<file path="src/rtl/vram_arb.sv">
// ---------------------------------------------------------------------------
// vram_arb
//   Arbitrates a single-port screen RAM between the display fetch engine and
//   a host CPU port. The display always wins the memory. Host writes are
//   buffered in a small FIFO and drained on cycles the display leaves free.
//   Host reads wait until every earlier write has reached the RAM, so a read
//   always returns the most recently written value.
//
// Parameters
//   DEPTH  host write FIFO depth in entries (power of two, 2..16)
//   AW     screen memory address width
//
// Ports
//   clk, rst        clock, asynchronous active-high reset
//   disp_active     display owns the memory this cycle
//   disp_addr       display fetch address
//   host_wr_*       host write request/accept handshake, address and data
//   host_rd_*       host read request/accept handshake and address
//   host_rd_data    last read result, held until the next read completes
//   host_rd_done    one-cycle pulse when host_rd_data carries a new result
//   mem_addr        RAM address
//   mem_wdata       RAM write data
//   mem_we          RAM write enable
//   mem_rdata       RAM read data, one cycle after the address
//   fifo_count      current write FIFO occupancy
// ---------------------------------------------------------------------------
module vram_arb #(
    parameter int unsigned DEPTH = 4,
    parameter int unsigned AW    = 13
) (
    input  logic          clk,
    input  logic          rst,

    input  logic          disp_active,
    input  logic [AW-1:0] disp_addr,

    input  logic          host_wr_valid,
    output logic          host_wr_ready,
    input  logic [AW-1:0] host_wr_addr,
    input  logic [7:0]    host_wdata,

    input  logic          host_rd_valid,
    output logic          host_rd_ready,
    input  logic [AW-1:0] host_rd_addr,
    output logic [7:0]    host_rd_data,
    output logic          host_rd_done,

    output logic [AW-1:0] mem_addr,
    output logic [7:0]    mem_wdata,
    output logic          mem_we,
    input  logic [7:0]    mem_rdata,

    output logic [4:0]    fifo_count
);

    localparam int unsigned PW = (DEPTH > 1) ? $clog2(DEPTH) : 1;

    typedef enum logic [1:0] {
        S_IDLE,
        S_WR,
        S_RD,
        S_RD_CAP
    } state_t;

    state_t          r_state;

    // Write FIFO storage and bookkeeping
    logic [AW-1:0]   r_fifo_addr [DEPTH];
    logic [7:0]      r_fifo_data [DEPTH];
    logic [PW-1:0]   r_wptr;
    logic [PW-1:0]   r_rptr;
    logic [4:0]      r_count;

    // Read path
    logic [AW-1:0]   r_rd_addr;
    logic [7:0]      r_rd_data;
    logic            r_rd_done;

    logic            w_full;
    logic            w_empty;
    logic            w_push;
    logic            w_pop;
    logic            w_rd_acc;
    logic [4:0]      w_count_next;

    logic [AW-1:0]   w_mem_addr;
    logic [7:0]      w_mem_wdata;

    // -----------------------------------------------------------------------
    // Handshakes
    // -----------------------------------------------------------------------
    assign w_full        = (r_count == 5'(DEPTH));
    assign w_empty       = (r_count == '0);

    // Ready depends only on occupancy, never on a same-cycle pop, so a full
    // FIFO refuses a write even while the head is being drained.
    assign host_wr_ready = !w_full;
    assign w_push        = host_wr_valid && !w_full;

    // Reads are only offered once all buffered and incoming writes are gone,
    // which keeps read-after-write ordering without an address compare.
    assign host_rd_ready = (r_state == S_IDLE) && w_empty && !host_wr_valid;
    assign w_rd_acc      = host_rd_valid && host_rd_ready;

    // The head leaves only when the RAM is actually written.
    assign w_pop         = (r_state == S_WR) && !disp_active && !w_empty;

    always_comb begin
        w_count_next = r_count;
        case ({w_push, w_pop})
            2'b10:   w_count_next = r_count + 5'd1;
            2'b01:   w_count_next = r_count - 5'd1;
            default: w_count_next = r_count;
        endcase
    end

    // -----------------------------------------------------------------------
    // Write FIFO
    // -----------------------------------------------------------------------
    always_ff @(posedge clk) begin
        if (w_push) begin
            r_fifo_addr[r_wptr] <= host_wr_addr;
            r_fifo_data[r_wptr] <= host_wdata;
        end
    end

    // Pointers are exactly PW bits wide, so incrementing wraps modulo DEPTH.
    always_ff @(posedge clk or posedge rst) begin
        if (rst) begin
            r_wptr  <= '0;
            r_rptr  <= '0;
            r_count <= '0;
        end else begin
            if (w_push) begin
                r_wptr <= r_wptr + PW'(1);
            end
            if (w_pop) begin
                r_rptr <= r_rptr + PW'(1);
            end
            r_count <= w_count_next;
        end
    end

    assign fifo_count = r_count;

    // -----------------------------------------------------------------------
    // Arbitration FSM
    // -----------------------------------------------------------------------
    always_ff @(posedge clk or posedge rst) begin
        if (rst) begin
            r_state   <= S_IDLE;
            r_rd_addr <= '0;
            r_rd_data <= '0;
            r_rd_done <= 1'b0;
        end else begin
            r_rd_done <= 1'b0;
            case (r_state)
                S_IDLE: begin
                    if (!w_empty) begin
                        r_state <= S_WR;
                    end else if (w_rd_acc) begin
                        r_rd_addr <= host_rd_addr;
                        r_state   <= S_RD;
                    end
                end

                // Keep draining while anything remains, including an entry
                // pushed in the same cycle as the last pop.
                S_WR: begin
                    if (w_pop && (w_count_next == '0)) begin
                        r_state <= S_IDLE;
                    end
                end

                // The address goes out on the first free cycle; the RAM
                // answers one cycle later, which is the capture cycle.
                S_RD: begin
                    if (!disp_active) begin
                        r_state   <= S_RD_CAP;
                        r_rd_done <= 1'b1;
                    end
                end

                S_RD_CAP: begin
                    r_rd_data <= mem_rdata;
                    r_state   <= S_IDLE;
                end

                default: begin
                    r_state <= S_IDLE;
                end
            endcase
        end
    end

    assign host_rd_done = r_rd_done;

    // During the capture cycle the fresh RAM word is passed straight through
    // so the data is already valid while host_rd_done is high; afterwards the
    // captured copy holds it.
    assign host_rd_data = (r_state == S_RD_CAP) ? mem_rdata : r_rd_data;

    // -----------------------------------------------------------------------
    // RAM port mux: display first, then the host operation in progress
    // -----------------------------------------------------------------------
    always_comb begin
        w_mem_addr  = '0;
        w_mem_wdata = '0;
        if (r_state == S_WR) begin
            w_mem_wdata = r_fifo_data[r_rptr];
        end
        if (disp_active) begin
            w_mem_addr = disp_addr;
        end else begin
            case (r_state)
                S_WR:    w_mem_addr = r_fifo_addr[r_rptr];
                S_RD:    w_mem_addr = r_rd_addr;
                default: w_mem_addr = '0;
            endcase
        end
    end

    assign mem_addr  = w_mem_addr;
    assign mem_wdata = w_mem_wdata;
    assign mem_we    = w_pop;

endmodule

</file>
<file path="config.mk">
export PLATFORM = sky130hd
export DESIGN_NAME = vram_arb
export DESIGN_NICKNAME = d
export VERILOG_FILES = /design/src/rtl/vram_arb.sv
export SDC_FILE = /design/constraint.sdc
export NUM_CORES = 1
export LEC_CHECK = 0
export CORE_MARGIN = 2
export CORE_UTILIZATION = 52
export CTS_CLUSTER_SIZE = 40
export DETAILED_ROUTE_END_ITERATION = 8
export GPL_ROUTABILITY_DRIVEN = 1
export PLACE_DENSITY = 0.87
export SYNTH_ARGS = -nofsm -noshare
export SYNTH_HDL_FRONTEND = slang
export SYNTH_SLANG_ARGS = --single-unit
</file>
<file path="constraint.sdc">
create_clock -name clk -period 4.5 [get_ports clk]
set_input_delay 0.45 -clock clk [delete_from_list [all_inputs] [get_ports clk]]
set_output_delay 0.45 -clock clk [all_outputs]
set_load 0.01 [all_outputs]
</file>
# After elaboration in Yosys (flattened, before gate mapping)
# Memory sizes are Yosys's and may differ from the RTL's.
# Cells that the tools add are included.
[op_classes] add_sub_neg=4 n_eq_ne=9 mux=14 reduce_logical=16
[op_table] op="case mux 13 bit (2 select lines)" n=1
[op_table] op="2-to-1 mux 8 bit" n=2
[op_table] op="2-to-1 mux 13 bit" n=1
[op_table] op="logical NOT 5 bit" n=2
[op_table] op="case mux 5 bit (2 select lines)" n=1
[op_table] op="2-to-1 mux 2 bit" n=4
[op_table] op="case mux 2 bit (4 select lines)" n=1
[op_table] op="logical AND 1 bit" n=7
[op_table] op="equality test 2 bit (second input constant)" n=3
[op_table] op="AND reduction 3 bit" n=2
[op_table] op="adder 5 x 1 -> 5 bit (second input constant)" n=1
[op_table] op="equality test 5 x 3 -> 1 bit (second input constant)" n=1
[op_table] op="subtractor 5 x 1 -> 5 bit (second input constant)" n=1
[op_table] op="adder 2 x 1 -> 2 bit (second input constant)" n=2
[op_table] op="equality test 2 x 1 -> 1 bit (second input constant)" n=2
[op_table] op="logical NOT 1 bit" n=4
[op_table] op="2-to-1 mux 1 bit" n=4
[op_table] op="!= test 3 bit (second input constant)" n=1
[op_table] op="logical NOT 2 bit" n=1
[op_table] op="!= test 2 x 1 -> 1 bit (second input constant)" n=1
[op_table] op="!= test 2 bit (second input constant)" n=1
[totals] reg_bits=33 ramBits=84 input_bits=60 output_inout_bits=38 wordCells=52 n_memories=2
[mem_list] name="r_fifo_addr" words=4 width=13 rd=1 rd_clocked_by_memory_dff=0 wr=1 line_no="68" text="logic [AW-1:0] r_fifo_addr [DEPTH];"
[mem_list] name="r_fifo_data" words=4 width=8 rd=1 rd_clocked_by_memory_dff=0 wr=1 line_no="69" text="logic [7:0] r_fifo_data [DEPTH];"

# Logic depth before layout (Yosys ltp)
[logic_depth] depth_word=9 mapped_depth=14 ltp_nobuf=13

# Least setup slack after synthesis
# Ideal clock, no wire load.
[synth_timing] kind="register to register" startpoint="reg r_state[1]" endpoint="reg r_state[1]" setup_time_ps=94 t_arrival_ps=3338 required_time_ps=4406 path_slack_ps=1068 stages_incl_launch_ff=14 path_buffers=1 synth_period_minus_slack_ps=3432 path_cell_list="dfrtp_1 -> inv_1 -> ha_1 -> clkbuf_1 -> nor3b_1 -> ha_1 -> xor2_1 -> ha_1 -> a21oi_1 -> mux2i_1 -> mux2i_1 -> nand3b_1 -> o31a_1 -> a211oi_1"
[synth_via] elab_chain_len=9 word_cells_on_any_way=19 cone_classes="eq/ne: 8; mux: 2; reduce/logical: 9"
[synth_lines] item="start, declared" line_no="65" text="state_t r_state;"
[synth_lines] item="start signal, assigned" line_no="151" text="r_state <= S_IDLE;"
[synth_lines] item="start signal, assigned" line_no="160" text="r_state <= S_WR;"
[synth_lines] item="start signal, assigned" line_no="163" text="r_state <= S_RD;"
[synth_lines] item="equality test 2 x 1 -> 1 bit (*)" line_no="106" text="assign w_pop = (r_state == S_WR) && !disp_active && !w_empty;"
[synth_lines] item="logical AND 1 bit (*) (2 in a row)" line_no="106"
[synth_lines] item="named net mem_we" line_no="50" text="output logic mem_we,"
[synth_lines] item="equality test 2 x 1 -> 1 bit / equality test 2 bit (equally long branches)" line_no="110" text="case ({w_push, w_pop})"
[synth_lines] item="case mux 5 bit (2 select lines)" line_no="110"
[synth_lines] item="logical NOT 5 bit" line_no="170" text="if (w_pop && (w_count_next == '0)) begin"
[synth_lines] item="logical AND 1 bit (*)" line_no="170"
[synth_lines] item="!= test 2 x 1 -> 1 bit (no line) (*)"
[synth_lines] item="AND reduction 3 bit (no line) (*)"
# Mark *: on every way through the listed nets, which the timed path passes. The rest lies on a longest branch.
# A chain may end at the register's enable or synchronous reset.

# Worst setup path after layout
[layout_timing] startpoint="reg r_count[1] (netlist: fifo_count[1])" endpoint="reg r_state[1]"
[layout_via] elab_chain_len=9 word_cells_on_any_way=21 cone_classes="add/sub: 2; eq/ne: 5; mux: 3; reduce/logical: 11"
[layout_lines] item="start, declared" line_no="72" text="logic [4:0] r_count;"
[layout_lines] item="start signal, assigned" line_no="140" text="r_count <= w_count_next;"
[layout_lines] item="equality test 5 x 3 -> 1 bit / logical NOT 5 bit (equally long branches)" line_no="92, 93"
[layout_lines] item="logical NOT 1 bit, on equally long branches"
[layout_lines] item="logical AND 1 bit, on equally long branches" line_no="98, 106"
[layout_lines] item="equality test 2 x 1 -> 1 bit / equality test 2 bit (equally long branches)" line_no="110"
[layout_lines] item="case mux 5 bit (2 select lines)" line_no="110"
[layout_lines] item="logical NOT 5 bit" line_no="170"
[layout_lines] item="logical AND 1 bit" line_no="170"
[layout_lines] item="!= test 2 x 1 -> 1 bit (no line)"
[layout_lines] item="AND reduction 3 bit (no line)"
[layout_lines] item="end signal, assigned" line_no="171" text="r_state <= S_IDLE;"
[layout_lines] item="end signal, assigned" line_no="179" text="r_state <= S_RD_CAP;"
[layout_lines] item="end signal, assigned" line_no="186" text="r_state <= S_IDLE;"
# Parallel ways exist; a longest one is shown, timed or not.

==> results.py <==
metrics = {
    "layout": {
        "drive_gt1_frac": 0.1935,
        "antennaDiodeCount": 0,
        "n_fill_cell": 664,
        "areaGrowthSynthToFinish_pct": 32.23,
        "layout_commonest_cell": "clkdlybuf4s50_1",
        "nets": 488,
        "postLayoutCellArea_um2": 6760,
        "final_cell_mix": "clkdlybuf4s50_1 (97), edfxtp_1 (84), dfrtp_1 (33)",
    },
    "cts": {
        "cts_tree": "yes",
        "cts_setup_buffers": 0,
        "cts_made_buffers": 17,
        "cts_max_level": 4,
        "path_clk_slew_ps": 60,
        "worstSkewPairLatency_ps": 500,
        "cts_resized": 0,
        "root_buffer": "clkbuf_8",
        "cts_hold_buf": 0,
        "cts_buffer_depth": 2,
        "numClockSinks": 117,
    },
    "setup_path": {
        "path_max_fanout": 11,
        "crit_family": "simple AND/OR/NAND/NOR gates",
        "slowest_delay_ps": 560,
        "start_kind": "register",
        "worst_ep_required_time_ps": 4890,
        "cp_slowest_cell": "nor3b_1",
        "crit_chain": "or4_4 -> nor2_4 -> nor3b_1 -> ha_1 -> xor2_1 -> ha_1 -> a21oi_1 -> mux2i_1 -> mux2i_1 -> nand3b_1 -> o31a_1 -> a211oi_1",
        "crit_type": "register to register",
        "critPathBufInv": 0,
        "critPathCaptureType": "register",
        "arrival_ps": 4130,
    },
    "grt": {
        "grt_pass1_vias": 3222,
        "track_usage": 0.2134,
        "gr-total-overflow": 0,
        "antenna_found_initial": 0,
        "grt_max_degree": 34,
        "grt_first_pass_wirelength_um": 16390,
    },
    "status": {
        "status": "finished clean",
    },
    "yosys": {
        "ys_warn_count": 0,
        "ys.flop_type": "edfxtp_1",
        "syn-instance-count": 314,
        "syn-cell-area_um2": 5112,
        "ys_ff_latch": 117,
        "synth.distinct_cells": 46,
        "avgSynthCellArea_um2": 16.28,
        "synthArstFlopShare": 0.2821,
        "syn_nets": 386,
        "yosysSeqAreaShare": 0.6549,
        "synth-edff-count": 84,
    },
    "worst_hold_path": {
        "hp-class": "primary input to asynchronous set/reset pin",
    },
    "sta": {
        "slew_viol_final": 0,
        "rsz0062_at_grt": "false",
        "finalHoldViolations": 0,
        "tightest_slew_ps": 1121,
        "setup-violations-final": 0,
        "tns_ps": 0,
        "timing.fmax_mhz": 267.4,
        "post-route-period-util": 0.8309,
        "min_period_ps": 3739,
        "finClkSkew_ps": 6.086,
        "relSlewSlack": 0.2525,
    },
    "die": {
        "die_y_um": 103.2,
        "die_width_um": 103.2,
        "ios": 98,
        "start_util": 0.5304,
        "die_area_um2": 10640,
        "core_area_um2": 9639,
        "num_rows": 36,
    },
    "placed_design": {
        "dp_hpwl_um": 7023,
        "dpl_cell_area_um2": 6188,
        "place_congestion": 0.8420,
        "io_buffers": 97,
    },
    "power_and_ir_drop": {
        "ir_drop_v": 0.0003717,
        "p_leak_nw": 2.502,
        "fin_total_pwr_mw": 4.493,
        "power_density_nw_per_um2": 664.6,
    },
    "drt": {
        "wl_per_cell_um": 18.81,
        "via_count": 3078,
        "avgViaCountPerCell": 5.477,
        "first_pass_iters": 4,
        "drc": 0,
        "drt_wl_total_um": 10570,
        "ant_nets": 0,
        "dr.first_iter.drc_count": 134,
    },
    "job": {
        "maxCapViolCount": 0,
    },
}
-- Yosys cell counts, drive strengths merged, types with 7 or more instances --
cell | count | share of area
dfrtp | 33 | 0.16
a22oi | 13 | 0.019
edfxtp | 84 | 0.49
ha | 12 | 0.029
o21ai | 17 | 0.017
clkbuf | 10 | 0.0073
mux2 | 22 | 0.056
nand2 | 24 | 0.018
buf | 8 | 0.011
and2 | 9 | 0.011
inv | 7 | 0.0051
mux4 | 21 | 0.093
-- sequential cells by signal, indices dropped and copies added, names as in the netlist, 2 cells and up --
register and cells:
r_fifo_addr 52, r_rd_addr 13, r_wptr 2, r_state 2
fifo_count 5, r_rptr 2, r_fifo_data 32, r_rd_data 8
-- tightest hold or removal path: cells and delay by family --
| kind | cells | cell delay (ps) |
|---|---|---|
| buffers and inverters | 3 | 820 |
-- power by group --
group	switching [mW]	internal [mW]	total, mW
Clock	0.482	0.789	1.27
Sequential	0.228	1.48	1.70
Combinational	0.687	0.831	1.52
-- cells by family (layout without fill, tap and decap cells) --
| logic type | after synthesis | in the layout | share of synthesized area |
|---|---|---|---|
| flops | 117 | 117 | 0.6549 |
| simple gates | 66 | 66 | 0.07489 |
| mux | 45 | 45 | 0.1522 |
| compound gates | 42 | 42 | 0.05360 |
| buf+inv | 25 | 140 | 0.02301 |
| fa+ha+maj | 12 | 12 | 0.02937 |
| xor+xnor | 7 | 7 | 0.01199 |
-- stage by stage --
step	hold slack [ps]	setup WS (ps)	std cells	utilization
after floorplan	480.3	1068	314	-
after global placement	479.7	904.0	530	0.6420
after detailed placement	487.8	681.3	530	0.6420
after CTS	357.2	791.6	562	0.7013
after global routing	392.2	439.2	562	0.7013
final	356.9	760.8	562	0.7013
-- layer usage --
| layer | wire length (µm) | vias to the layer above | track usage |
|---|---|---|---|
| li1 | - | 1420 | - |
| met1 | 4238 | 1529 | 0.2634 |
| met2 | 5413 | 120 | 0.3596 |
| met3 | 796 | 9 | 0.06847 |
| met4 | 120 | 0 | 0.06984 |
| met5 | 0 | - | 0 |
-- path summary, 6_finish.rpt --
kind,cells after the start,to,slack (ps),from
min in group clk,1,r_rd_data[5],500,r_rd_data[5]
setup / recovery,12,r_state[1],760,fifo_count[1]
setup reg to reg,12,r_state[1],760,fifo_count[1]
max in group asynchronous,3,r_rd_data[7],3830,rst
hold / removal,3,fifo_count[2],360,rst
hold reg to reg,1,r_rd_data[5],500,r_rd_data[5]
-- final cells by class --
type,instances,area [µm²],area share
clock buffers,17,414.1,0.06126
clock inverters,15,157.7,0.02332
inverters,7,26.28,0.003887
multi-input cells,172,1647,0.2436
flip-flops and latches,117,3348,0.4953
well taps,133,166.4,0.02462
repair buffers,101,1001,0.1481
Power figures use the tool's default switching activity.
==> edit, RTL diff (config.mk and constraints unchanged) <==
The parameter `AW` goes from 13 to 14.
--- a/src/rtl/vram_arb.sv
+++ b/src/rtl/vram_arb.sv
@@ -26,7 +26,7 @@
 // ---------------------------------------------------------------------------
 module vram_arb #(
     parameter int unsigned DEPTH = 4,
-    parameter int unsigned AW    = 13
+    parameter int unsigned AW    = 14
 ) (
     input  logic          clk,
     input  logic          rst,
Interface: changed (resized disp_addr, host_rd_addr, host_wr_addr and mem_addr); port bits go from 98 to 102. The function was not compared with the original's and may differ.
==> edit against the original RTL <==
Count of clock-buffer cells in the layout is the same. Worst setup slack lost 0.38 ns. Power grew 3.1%. Die area grew 3.4%. Synthesized area grew 3.5%. Non-clock buffer count grew 6. Via count grew 5.8%. Wire length grew 8.7%. Synthesized cell count grew 3.8%. Sequential cell count grew 5. Cell area grew 3.6%. Critical endpoint unchanged. Largest power group unchanged.
==> edit: results <==
{
  "synth_cell_type_count": 49,
  "reg_top3": "r_fifo_addr: 56 flops, r_fifo_data: 32 flops, r_rd_addr: 14 flops",
  "met2_length_um": 5570,
  "comb_power_share": 0.343,
  "synthTopCellsByArea": "edfxtp_1 (50%), dfrtp_1 (16%), mux4_2 (9.4%)",
  "arrival_ns": 4.51,
  "insertion_delay_ns": 0.52,
  "routed_via_density": 5.61,
  "grt_use_met3": 0.0848,
  "grt_pass1_wl_um": 18100,
  "wl_met3_um": 707,
  "reg2regPathDepth": 13,
  "cp_max_fo": 10,
  "grt_max_degree": 35,
  "dp.cells": 548,
  "p_sw_mw": 1.48,
  "vdd_drop_max_mv": 0.422,
  "drive_gt1_frac": 0.177,
  "place_ws_ns": 0.527,
  "hpwlAfterDp_um": 7420,
  "track_usage": 0.223,
  "worst_slack_ns": 0.385,
  "leakage_nw": 2.62,
  "synth_edf_count": 88,
  "routed_wl_um": 11500,
  "drt-initial-drc-count": 165,
  "async_reset_ff_frac": 0.279,
  "wl_met1_um": 5020,
  "hold_ws_ns": 0.349,
  "outcome": "complete, no violations",
  "seq_area_frac_synth": 0.660,
  "synth_common_cells": "edfxtp_1 (88), dfrtp_1 (34), mux4_2 (22), nand2_1 (22)",
  "synth_nets": 401,
  "final_nets": 509,
  "grt_use_met2": 0.353
}
[edit: final cells by class]
| class | count | area [um^2] |
|---|---|---|
| flip-flops and latches | 122 | 3490 |
| fillers | 661 | 2820 |
| multi-input cells | 174 | 1660 |
| repair buffers | 107 | 1060 |
| clock buffers | 17 | 414 |
| well taps | 133 | 166 |
| clock inverters | 15 | 163 |
| inverters | 12 | 45.0 |
[edit: cells by family (layout without fill, tap and decap cells)]
family                   count (synthesis)  count (layout)  share of synthesized area
flip-flops                             122             122                      0.660
AND/OR/NAND/NOR                         63              63                     0.0648
AO/OA/AOI/OAI                           46              46                     0.0643
multiplexers                            46              46                      0.145
buffers and inverters                   30             151                     0.0258
adder cells (fa/ha/maj)                 12              12                     0.0284
XOR/XNOR                                 7               7                     0.0116
[edit: through the flow]
step | instance area (um^2) | total power [mW]
after global placement | 6420 | 3.27
after floorplan | 5290 | 2.70
after CTS | 7000 | 4.66
after detailed placement | 6420 | 3.32
after global routing | 7000 | 4.86
final | 7000 | 4.63
